File: src/rtl/hp_monitor_array.sv
// hp_monitor_array: multi-channel Hogge-phase supply/glitch monitor.
//
// Each channel has three parts:
//   - an f/2 toggle launcher whose data is forced low while its supply is bad
//   - an A/B phase-detector capture pair
//   - a qualifier FSM that counts fault events and latches a sticky alarm
// All channels share one phase bit and one trip threshold.
//
// Ports:
//   CK        in   rising-edge clock
//   RSTN      in   asynchronous active-low reset
//   VCC       in   [CHANNELS] supply-good per channel (0 forces launcher data to 0)
//   ARM       in   [CHANNELS] channel enable
//   glitch    in   [CHANNELS] fault injection, XORed onto the observed data
//   CLR       in   [CHANNELS] one-cycle clear of counter and sticky alarm
//   THRESH    in   [CNT_W] trip threshold, 0 disables tripping
//   AlarmRaw  out  [CHANNELS] registered qualified detector output
//   Alarm     out  [CHANNELS] sticky alarm
//   AlarmAny  out  OR of Alarm
//   FaultCnt  out  [CHANNELS*CNT_W] saturating event counters, channel c at [c*CNT_W +: CNT_W]
module hp_monitor_array #(
  parameter int unsigned          CHANNELS    = 4,
  parameter int unsigned          CNT_W       = 8,
  parameter int unsigned          WARMUP      = 4,
  parameter logic [CHANNELS-1:0]  INVERT_MASK = '0
) (
  input  logic                      CK,
  input  logic                      RSTN,
  input  logic [CHANNELS-1:0]       VCC,
  input  logic [CHANNELS-1:0]       ARM,
  input  logic [CHANNELS-1:0]       glitch,
  input  logic [CHANNELS-1:0]       CLR,
  input  logic [CNT_W-1:0]          THRESH,
  output logic [CHANNELS-1:0]       AlarmRaw,
  output logic [CHANNELS-1:0]       Alarm,
  output logic                      AlarmAny,
  output logic [CHANNELS*CNT_W-1:0] FaultCnt
);

  localparam int unsigned       WarmW    = $clog2(WARMUP + 1);
  localparam logic [WarmW-1:0]  WarmInit = WarmW'(WARMUP);
  localparam logic [CNT_W-1:0]  CntMax   = '1;

  typedef enum logic [1:0] {
    StIdle,
    StWarmup,
    StArmed,
    StTripped
  } state_e;

  // Shared launch/capture phase; each channel picks its launch polarity.
  logic ph_q;

  always_ff @(posedge CK or negedge RSTN) begin
    if (!RSTN) begin
      ph_q <= 1'b0;
    end else begin
      ph_q <= ~ph_q;
    end
  end

  for (genvar c = 0; c < CHANNELS; c++) begin : g_ch
    logic             launch;
    logic             d;
    logic             det;
    logic             q;
    logic             evt;
    logic             data_q, data_d;
    logic             a_q, a_d;
    logic             b_q, b_d;
    logic             raw_q, raw_d;
    logic             alarm_q, alarm_d;
    logic [CNT_W-1:0] cnt_q, cnt_d, cnt_inc;
    logic [WarmW-1:0] warm_q, warm_d;
    state_e           state_q, state_d;

    assign launch = (ph_q == INVERT_MASK[c]);
    assign d      = data_q ^ glitch[c];
    // Healthy launcher alternates, so b never matches the live data; a stuck
    // or disturbed sample makes the last three observations agree.
    assign det    = (d == b_q) && (b_q == a_q);
    assign q      = det && ((state_q == StArmed) || (state_q == StTripped));
    // Rising edge of the qualified detect: a det burst counts once.
    assign evt    = q && !raw_q;
    assign cnt_inc = (cnt_q == CntMax) ? cnt_q : cnt_q + CNT_W'(1);

    always_comb begin
      data_d = data_q;
      a_d    = a_q;
      b_d    = b_q;
      if (launch) begin
        data_d = VCC[c] ? ~data_q : 1'b0;
        b_d    = d;
      end else begin
        a_d = b_q;
        if (!VCC[c]) begin
          data_d = 1'b0;
        end
      end
    end

    always_comb begin
      state_d = state_q;
      warm_d  = warm_q;
      cnt_d   = cnt_q;
      alarm_d = alarm_q;
      raw_d   = q;
      if (CLR[c]) begin
        // Clear wins over a coincident event.
        cnt_d   = '0;
        alarm_d = 1'b0;
        raw_d   = 1'b0;
        if (ARM[c]) begin
          state_d = StWarmup;
          warm_d  = WarmInit;
        end else begin
          state_d = StIdle;
        end
      end else begin
        if (evt) begin
          cnt_d = cnt_inc;
        end
        unique case (state_q)
          StIdle: begin
            if (ARM[c]) begin
              state_d = StWarmup;
              warm_d  = WarmInit;
            end
          end
          StWarmup: begin
            if (!ARM[c]) begin
              state_d = StIdle;
            end else if (warm_q <= WarmW'(1)) begin
              state_d = StArmed;
            end else begin
              warm_d = warm_q - WarmW'(1);
            end
          end
          StArmed: begin
            // Trip takes precedence over a coincident disarm.
            if (evt && (THRESH != '0) && (cnt_inc >= THRESH)) begin
              state_d = StTripped;
              alarm_d = 1'b1;
            end else if (!ARM[c]) begin
              state_d = StIdle;
            end
          end
          StTripped: begin
            alarm_d = 1'b1;
          end
          default: begin
            state_d = StIdle;
          end
        endcase
      end
    end

    always_ff @(posedge CK or negedge RSTN) begin
      if (!RSTN) begin
        data_q  <= 1'b0;
        a_q     <= 1'b0;
        b_q     <= 1'b0;
        raw_q   <= 1'b0;
        alarm_q <= 1'b0;
        cnt_q   <= '0;
        warm_q  <= '0;
        state_q <= StIdle;
      end else begin
        data_q  <= data_d;
        a_q     <= a_d;
        b_q     <= b_d;
        raw_q   <= raw_d;
        alarm_q <= alarm_d;
        cnt_q   <= cnt_d;
        warm_q  <= warm_d;
        state_q <= state_d;
      end
    end

    assign AlarmRaw[c]                  = raw_q;
    assign Alarm[c]                     = alarm_q;
    assign FaultCnt[c*CNT_W +: CNT_W]   = cnt_q;
  end

  assign AlarmAny = |Alarm;

endmodule
File: config.mk
export PLATFORM = sky130hd
export DESIGN_NAME = hp_monitor_array
export DESIGN_NICKNAME = d
export VERILOG_FILES = /design/src/rtl/hp_monitor_array.sv
export SDC_FILE = /design/constraint.sdc
export NUM_CORES = 1
export LEC_CHECK = 0
export BUFFER_PORTS_ARGS = -buffer_cell sky130_fd_sc_hd__buf_2
export CORE_MARGIN = 5
export CORE_UTILIZATION = 30
export DETAILED_ROUTE_END_ITERATION = 16
export GPL_TIMING_DRIVEN = 0
export SLEW_MARGIN = 10
export SYNTH_ARGS = -nofsm -noshare
export SYNTH_HDL_FRONTEND = slang
export SYNTH_SLANG_ARGS = --single-unit
export TNS_END_PERCENT = 5
File: constraint.sdc
create_clock -name CK -period 8.9 [get_ports CK]
set_input_delay 0.89 -clock CK [delete_from_list [all_inputs] [get_ports CK]]
set_output_delay 0.89 -clock CK [all_outputs]
set_load 0.01 [all_outputs]
=== After elaboration in Yosys (flattened, before gate mapping) ===
Cells that the tools add are included.

* Flip-flop bits (word level): 73
* Bits of input ports: 26
* Output and inout port bits: 41
* Word-level logic and storage cells: 264

* $add $sub $neg: 8
* Order comparisons: 8
* Equal/unequal tests: 52
* Muxes and demuxes: 92
* Bitwise logic cells: 9
* Reduce and logical (&&, ||, !) cells: 62

{| class="wikitable"
|+ Operators with widths
! kind !! number
|-
| $mux W8 || 12
|-
| $mux W2 || 24
|-
| $mux W3 || 16
|-
| $ne A3 B3 Y1 const B || 12
|-
| $add A8 B1 Y8 const B || 4
|-
| $eq A8 B8 Y1 const B || 4
|-
| $ge A8 B8 Y1 || 4
|-
| $mux W1 || 28
|-
| $pmux W2 S3 || 4
|-
| $pmux W3 S2 || 4
|-
| $reduce_bool A3 Y1 || 8
|-
| $logic_and A1 B1 Y1 || 20
|-
| $eq A2 B2 Y1 const B || 8
|-
| $ne A4 B3 Y1 const B || 4
|-
| $ne A4 B4 Y1 const B || 4
|-
| $reduce_and A4 Y1 || 4
|-
| $reduce_bool A4 Y1 || 4
|-
| $le A3 B1 Y1 const B || 4
|-
| $ne A3 B2 Y1 const B || 4
|-
| $reduce_and A3 Y1 || 4
|-
| $sub A3 B1 Y3 const B || 4
|-
| $eq A1 B1 Y1 || 8
|-
| $eq A2 B1 Y1 const B || 4
|-
| $logic_not A2 Y1 || 4
|-
| 10 further kinds || 35
|}

=== Longest topological paths before layout ===
Gate-level depths: netlist of the first run.

* Word-level depth: 10
* Mapped depth: 14
* Depth with buffers taken out: 13

=== Worst setup path after synthesis of the first run ===
No wires, ideal clock.

* Path type: reg-to-reg
* Start: register g_ch[0].cnt_q[0]
* End: register g_ch[0].state_q[0]
* Setup time: 0.128 ns
* Arrival time: 3.134 ns
* Required time: 8.772 ns
* Setup slack: 5.638 ns
* Cell stages (with the launch flop): 14
* Period minus slack after synthesis: 3.262 ns
* Cell sequence: dfrtp_1 > ha_1 > nand2_1 > or3_1 > clkbuf_1 > and2_1 > and3_1 > xor2_1 > ha_1 > nand4_1 > o31ai_1 > a31oi_1 > o31ai_2 > mux2_1

* Longest elaborated chain between the ends: 7
* Elaborated cells on any way between the ends: 10
* Classes of those cells: add/sub: 1; order compare: 1; eq/ne: 2; mux: 4; reduce/logical: 2

{| class="wikitable"
|+ Ends and longest elaborated chain
! element !! RTL line !! source
|-
| from (decl) || 73 || <nowiki>logic [CNT_W-1:0] cnt_q, cnt_d, cnt_inc;</nowiki>
|-
| from (signal assigned) || 174 || <nowiki>cnt_q <= cnt_d;</nowiki>
|-
| $add A8 B1 Y8 / $eq A8 B8 Y1 (equally long branches) || 85 || <nowiki>assign cnt_inc = (cnt_q == CntMax) ? cnt_q : cnt_q + CNT_W'(1);</nowiki>
|-
| $mux W8 (*) || 85 ||
|-
| $ge A8 B8 Y1 (*) || 141 || <nowiki>if (evt && (THRESH != '0) && (cnt_inc >= THRESH)) begin</nowiki>
|-
| $logic_and A1 B1 Y1 (*) || 141 ||
|-
| $mux W2 || 141 ||
|-
| $pmux W2 S3 || 123 || <nowiki>unique case (state_q)</nowiki>
|-
| $mux W2 || 108 || <nowiki>if (CLR[c]) begin</nowiki>
|-
| to (signal assigned) || 167 || <nowiki>state_q <= StIdle;</nowiki>
|-
| to (signal assigned) || 176 || <nowiki>state_q <= state_d;</nowiki>
|-
| to (decl) || 75 || <nowiki>state_e state_q, state_d;</nowiki>
|}

Every way passes the cells marked *; elsewhere a longest branch is shown, timed or not.
A chain may end at the register's enable or synchronous reset.

=== Worst setup path in the final report of the first run ===
* Start: register g_ch[0].cnt_q[0]
* End: register g_ch[0].state_q[1]

The elaborated chain is that of the path after synthesis.

==> results of run 1 <==
## path summary, 6_finish.rpt
kind / from / to / cells past startpoint
min: g_ch[0].warm_q[1] / g_ch[0].warm_q[1] / 2
max reg2reg: g_ch[0].cnt_q[0] / g_ch[0].state_q[1] / 13
max: g_ch[0].cnt_q[0] / g_ch[0].state_q[1] / 13
min reg2reg: g_ch[0].warm_q[1] / g_ch[0].warm_q[1] / 2
max in group asynchronous: RSTN / g_ch[1].cnt_q[4] / 2
min in group asynchronous: RSTN / g_ch[2].warm_q[0] / 1
## Yosys cell counts, drive strengths merged (2+ instances only)
| cell | instances |
|---|---|
| o21ai | 21 |
| o21a | 9 |
| ha | 60 |
| clkbuf | 14 |
| a21o | 4 |
| nor4 | 3 |
| xnor2 | 15 |
| nor2 | 63 |
| nand2 | 40 |
| o21bai | 2 |
| a311oi | 3 |
| mux2 | 18 |
| and3 | 8 |
| o31ai | 4 |
| a21oi | 43 |
| xor2 | 24 |
| and2 | 11 |
| nand2b | 12 |
| a41oi | 2 |
| or3 | 5 |
| o22ai | 3 |
| and4 | 4 |
| a21boi | 2 |
| mux2i | 17 |
| dfrtp | 73 |
| nand3 | 25 |
| nor3 | 10 |
| buf | 10 |
| nor2b | 10 |
| or2 | 4 |
| nand4 | 11 |
| a211o | 2 |
| a2bb2oi | 3 |
| a31oi | 6 |
| nor3b | 5 |
| inv | 35 |
## per-stage QoR
step / setup WS [ns] / utilization, % / instances / hold WS [ns] / total power (uW)
after detailed placement: 5.29 / 33.7 / 888 / 0.481 / 798
after global placement: 5.31 / 33.6 / 887 / 0.471 / 791
after global routing: 5.04 / 35.4 / 904 / 0.509 / 1250
after CTS: 5.26 / 35.4 / 904 / 0.495 / 1180
after floorplan: 5.64 / - / 596 / 0.450 / 705
final: 5.31 / 35.4 / 905 / 0.491 / 1170
## flip-flops by register name, indices dropped and copies added, names as in the netlist
name and flops:
g_ch.a_q 4, g_ch.data_q 4, g_ch.state_q 8, g_ch.raw_q 4
ph_q 1, g_ch.alarm_q 4, g_ch.warm_q 12, g_ch.cnt_q 32
g_ch.b_q 4
## worst max-delay path, stage by stage (launching register included)
cell      delay [ns]
dfrtp_1         0.50
ha_1            0.28
nand2_1         0.12
or3_1           0.35
clkbuf_1        0.19
and2_1          0.21
and3_1          0.18
xor2_1          0.15
ha_1            0.28
nand4_1         0.09
o31ai_1         0.31
a31oi_1         0.16
o31ai_2         0.29
mux2_1          0.36
## power by group through the flow
stage	registers [uW]	logic [uW]	clock network, uW
2_1_floorplan	419	286	0
3_3_place_gp	429	362	0
3_5_place_dp	430	368	0
4_1_cts	425	370	389
5_1_grt	433	419	401
6_report	424	367	376
## kinds of logic after synthesis
logic type      Yosys count  synth area share, %
compound gates          116                 13.6
mux                      35                 6.93
fa+ha+maj                60                 14.0
xor+xnor                 39                 6.35
buf+inv                  59                 4.72
flops                    73                 34.0
simple gates            214                 20.4
## area by class of cell
class	count	area share, %
inverter	35	2.08
multi-input combinational	464	52.3
clock inverter	7	1.25
buffer	24	1.95
antenna	1	0.0397
tap	229	4.55
clock buffer	9	3.57
timing repair buffer	63	5.28
sequential	73	29.0
## per-layer routing
layer	wire length (um)	vias to the layer above
li1	-	2248
met1	5960	2019
met2	5930	74
met3	565	11
met4	173	0
met5	0	-
==> impl_results.md, run 1 <==
* TritonCTS Buffers at 9
* GR Util met1 at 16.7%
* Slew @ Worst Pin at 0.695 ns
* Syn_area_per_cell at 9.02 um2
* Syn_nets at 682
* CP Max Fanout at 7
* Crit start category: register
* Post-Synthesis Cells at 596
* LEAKAGE at 0.00299 uW
* Vias per inst at 4.81
* Crit share post-route at 40.3%
* Worst hold path type: register to register
* Vias in the first global route at 4,082
* Num ports at 67
* Status: finished clean
* Tmin final at 3.59 ns
* Remaining routing DRC violations at 0
* Multi-input logic area at 3300 um2
* Initial Util at 30.2%
* Combinational Power Share at 31.4%
* Chip width at 144 um
* FP Rows at 49
* Drt pass-1 iters at 4
* Worst reg2reg setup slack at 5.31 ns
* Power Density at 185 nW/um2
* Initial antenna violation count at 0
* Setup Fix Bufs, Post-CTS at 0
* Max Cap Viol at 0
* First-pass GRT wire length at 20,700 um
* Final Wtd Congestion at 0.825
* Die H at 144 um
* Post-synth top area cell: dfrtp_1
* Yosys top cell area share at 34.0%
* Setup violators final at 0
* Synthesized area at 5380 um2
* Fin. max-slew vios at 0
* CTS HTree Levels at 3
* DPL Wire Length at 9680 um
* Endpoint type of the worst setup path: register
* Worst-path clk slew at 0.06 ns
* Reg area at 1830 um2
* All-Layer GR Usage at 12.6%
* Flop pwr share at 36.4%
* Worst EP required at 9.12 ns
* Largest net degree at the start of global routing at 40
* Finished Cell Area at 6300 um2
* Final net count at 756
* Seq/Total Area, Yosys at 34.0%
* Sw frac at 34.8%
* Rel. slew slack at 53.2%
* Post-DP Area at 6000 um2
* Critical path type: register to register
* Post-synth EDFFs at 0
* Worst path arrival time at 3.81 ns
* CTS Hold Bufs at 0
* Share of layout cells above drive strength 1 at 16.7%
* Synthesis Warnings at 0
* Yosys cell types at 56
* Synth area leaders: dfrtp_1, ha_1, nor2_1, a21oi_1, xor2_1
* WL per Instance at 13.9 um
* PortBufs at 62
* Final ANT Viol Nets at 0
* Final setup TNS at 0 ns
* Most Crowded Layer GR: met2
* Most frequent cells in the layout: dfrtp_1, nor2_1, buf_2
* P&R area growth vs syn at 17.2%
* RSZ-0062 raised after global routing: false
* Worst IR Drop VDD at 0.0943 mV
* Main synth FF type: dfrtp_1
* Fin. Hold Viols at 0
* CTS Sinks at 73
* Commonest non-fill, non-tap cell in the layout: dfrtp_1
* Clock network power share at 32.2%
* Root buffer cell: clkbuf_16
* DR vias at 4,352
* M3 GR Usage at 3.06%
* FFs w/ async S/R, synth at 100%
* Worst-skew pair later-pin latency at 0.34 ns
* Overflow left after global routing at 0
* Clock buffer depth at 2
* Total net switching power at 406 uW
* Routed Wire Length at 12,600 um
* Core area at 17,800 um2
* Die area at 20,700 um2
* TritonCTS clock tree: done
* Max Clock Freq at 0.279 GHz
* FF+latch count, synth at 73
* Met2 Use GR at 20.3%
* Fillers at 1,865
* First DRT Iteration DRCs at 163
* Design internal power at 761 uW
* Skew final at 0.00381 ns
* Post-CTS Resized at 0
Power figures use the tool's default switching activity.
==> inputs of run 2 (changes only) <==
--- a/config.mk
+++ b/config.mk
@@ -5,6 +5,7 @@
 export SDC_FILE = /design/constraint.sdc
 export NUM_CORES = 1
 export LEC_CHECK = 0
+export ABC_AREA = 1
 export BUFFER_PORTS_ARGS = -buffer_cell sky130_fd_sc_hd__buf_2
 export CORE_MARGIN = 5
 export CORE_UTILIZATION = 30
==> constraint.sdc (replaced) <==
create_clock -name CK -period 2.95 [get_ports CK]
set_input_delay 0.295 -clock CK [delete_from_list [all_inputs] [get_ports CK]]
set_output_delay 0.295 -clock CK [all_outputs]
set_load 0.01 [all_outputs]
==> run 2 against run 1 <==
  * Synthesized cell count grew 24%
  * Sequential cell count did not move
  * Global-route usage rose by 0.65 points
  * Wire length is 4.0% higher
  * Synthesized area is 1.2% higher
  * Non-clock buffer count is the same
  * Critical path type unchanged
  * Largest power group unchanged
  * Highest routed layer unchanged
==> impl_results.md, run 2 <==
* CP Max Fanout at 6 (-1)
* Status: finished clean
* Root buffer cell: clkbuf_16
* Post-synth EDFFs at 0 (unchanged)
* DR vias at 4,799 (+10%)
* Routed Wire Length at 13,100 um (+4.0%)
* Crit-path leading delay family: simple AND/OR/NAND/NOR gates
* Main synth FF type: dfrtp_1
* R2R depth at 22 (+9)
* TritonCTS Buffers at 9 (unchanged)
* Endpoint type of the worst setup path: register
* TritonCTS clock tree: done
* Initial Util at 30.4% (+0.15 points)
* Overflow left after global routing at 0 (unchanged)
* LEAKAGE at 0.00353 uW (+18%)
* Total net switching power at 1330 uW (+230%)
* Syn_nets at 827 (+21%)
* Worst reg2reg setup slack at 0.25 ns (-5.06 ns)
* CP endpoint: g_ch[3].state_q[1]
* Clock buffer depth at 2 (unchanged)
* Seq/Total Area, Yosys at 33.6% (-0.40 points)
* Yosys cell types at 42 (-25%)
* Slew @ Worst Pin at 0.591 ns (-0.104 ns)
* Worst Setup SP: g_ch[3].cnt_q[1]
* Worst-path clk slew at 0.06 ns (about the same)
* Syn_area_per_cell at 7.34 um2 (-19%)
* Max Clock Freq at 0.371 GHz (+33%)
* Most frequent cells after synthesis: nand2_1, inv_1, dfrtp_1
* Num ports at 67 (unchanged)
* Skew final at 0.00663 ns (+0.00282 ns)
* Commonest non-fill, non-tap cell in the layout: nand2_1
* Drt pass-1 iters at 4 (unchanged)
* Synth area leaders: dfrtp_1, ha_1, nand2_1, inv_1, nand3_1
* Setup violators final at 0 (unchanged)
* CTS Sinks at 73 (unchanged)
* Crit share post-route at 91.4% (+51 points)
* Tmin final at 2.70 ns (-0.893 ns)
* FF-to-FF End: g_ch[3].state_q[1]
* Post-Place Cells at 1,036 (+17%)
* FFs w/ async S/R, synth at 100% (unchanged)
* Worst IR Drop VDD at 0.302 mV (+220%)
* Levels on crit path at 22 (+9)
* Slowest stage delay, CP at 0.39 ns (-0.11 ns)
* Post-synth top area cell: dfrtp_1
* Worst path arrival time at 2.93 ns (-0.88 ns)
* Post-Synthesis Cells at 741 (+24%)
* Fin. max-slew vios at 0 (unchanged)
* Design internal power at 2480 uW (+230%)
* Initial antenna violation count at 0 (unchanged)
* Fin cells at 1,058 (+17%)
* Power consumption at 3810 uW (+230%)
* Rel. slew slack at 60.4% (+7.3 points)
* Synthesized area at 5440 um2 (+1.2%)
* Fin. Hold Viols at 0 (unchanged)
* Remaining routing DRC violations at 0 (unchanged)
* CTS HTree Levels at 3 (unchanged)
* Worst-skew pair later-pin latency at 0.34 ns (about the same)
* Die H at 145 um (+0.55%)
* RR Startpoint: g_ch[3].cnt_q[1]
* Power Density at 585 nW/um2 (+220%)
* P&R area growth vs syn at 19.6%
* PortBufs at 65 (+4.8%)
* Share of layout cells above drive strength 1 at 17.2% (+0.51 points)
* Flip-flop count of the largest register after layout at 32 (unchanged)
* Fillers at 1,888 (+1.2%)
* Most common cell in the synthesized netlist: nand2_1
* Worst hold path type: primary input to register
* Most frequent cell on the critical path: nand2_1
* Yosys top cell area share at 33.6% (-0.40 points)
* First-pass GRT wire length at 22,100 um (+6.8%)
* Max stage delay cell, worst path: dfrtp_1
* FP Rows at 49 (unchanged)
* DPL Wire Length at 10,100 um (+4.8%)
* All-Layer GR Usage at 13.2% (+0.65 points)
* First DRT Iteration DRCs at 307 (+88%)
* Vias per inst at 4.54 (-5.7%)
* Max Cap Viol at 0 (unchanged)
* Sw frac at 34.9% (+0.13 points)
* RSZ-0062 raised after global routing: false
* Combinational Power Share at 32.4% (+1.0 points)
* Flop pwr share at 34.2% (-2.2 points)
* Chip width at 145 um (+0.55%)
* Critical path type: register to register
* End-of-flow core utilization at 36.3% (+0.90 points)
* Worst EP required at 3.18 ns (-5.94 ns)
* Final ANT Viol Nets at 0 (unchanged)
* Final Wtd Congestion at 0.842 (+2.1%)
* Crit start category: register
* Core area at 17,900 um2 (+0.69%)
* Top reg by flops: g_ch.cnt_q
* Final setup TNS at 0 ns (unchanged)
* Ant diodes at 0 (-1)
* Crit path cell chain: ha_2, nand2_2, nor2_4, inv_2, nor2_4, nand2_4, nor2_8, inv_2, nand3_2, xor2_2, inv_1, ha_4, a21oi_2, nor2_1, nor3_2, nand2_1, nand2_2, nand3_1, nand2_1, nand2_1, nand2_1, nand2_1
* Most frequent cells in the layout: nand2_1, inv_1, dfrtp_1
* Die area at 20,900 um2 (+1.1%)
* Worst hold margin at 0.187 ns (-0.304 ns)
* Synthesis Warnings at 0 (unchanged)
* Top flop regs: g_ch.cnt_q: 32 flops, g_ch.warm_q: 12 flops, g_ch.state_q: 8 flops
* Clock network power share at 33.4% (+1.2 points)
* WL per Instance at 12.4 um (-11%)
* Final net count at 910 (+20%)
* Largest net degree at the start of global routing at 47 (+18%)
* Vias in the first global route at 4,629 (+13%)
* FF+latch count, synth at 73 (unchanged)
* Buf/Inv on CP at 3 (+2)
## run 2: cells by family after synthesis
group           count (synthesis)  synth area share [%]
compound gates                112                  11.5
xor+xnor                       13                  2.23
fa+ha+maj                      60                  13.8
buf+inv                       134                  9.87
flops                          73                  33.6
simple gates                  349                  29.0
## run 2: stage by stage
stage	area (um2)	worst slack [ns]
6_report	6510	0.254
3_5_place_dp	6080	0.0980
4_1_cts	6440	0.0721
5_1_grt	6510	0.0122
3_3_place_gp	6050	0.114
2_1_floorplan	5440	0.343
## run 2: how the worst min path moves through the flow
stage / startpoint / to / slack (ns) / cells after the start
detailed placement: RSTN / g_ch[2].warm_q[0] / 0.26 / 1
global route: VCC[1] / g_ch[1].data_q / 0.18 / 3
global placement: g_ch[0].data_q / g_ch[0].data_q / 0.47 / 1
CTS: VCC[3] / g_ch[3].data_q / 0.17 / 3
floorplan: RSTN / g_ch[0].a_q / -0.0006 / 0
finish: VCC[3] / g_ch[3].data_q / 0.19 / 3
## run 2: power by group through the flow
stage	Clock, uW	Combinational, uW	Sequential (uW)
floorplan	0	924	1290
detailed placement	0	1220	1320
global placement	0	1210	1320
global route	1350	1450	1330
finish	1270	1230	1300
CTS	1320	1240	1300
## run 2: cell type report
cell class	instances	area, um2	area share [%]
Tap cell	229	287	4.40
Buffer	15	90.1	1.38
Sequential cell	73	1830	28.1
Clock inverter	7	119	1.83
Inverter	119	447	6.87
Timing Repair Buffer	72	403	6.19
Clock buffer	9	225	3.46
Multi-Input combinational cell	534	3110	47.8
## run 2: repair_timing
action	4_1_cts	5_1_grt
hold endpoints to repair	27	0
hold buffers	1	0
resized for setup	0	7
endpoints found under the setup margin	0	3
buffers inserted	0	5
## run 2: tightest hold or removal path: stages
cell     delay (ns)
buf_2          0.09
o21ai_0        0.06
a21oi_1        0.04
## run 2: metal layers
layer / vias to the layer above / share of wire [%] / global-route usage (%)
li1: 2556 / - / -
met1: 2163 / 49 / 17.6
met2: 74 / 45 / 21.3
met3: 6 / 5.3 / 3.91
met4: 0 / 0.56 / 3.04
met5: - / 0 / 0
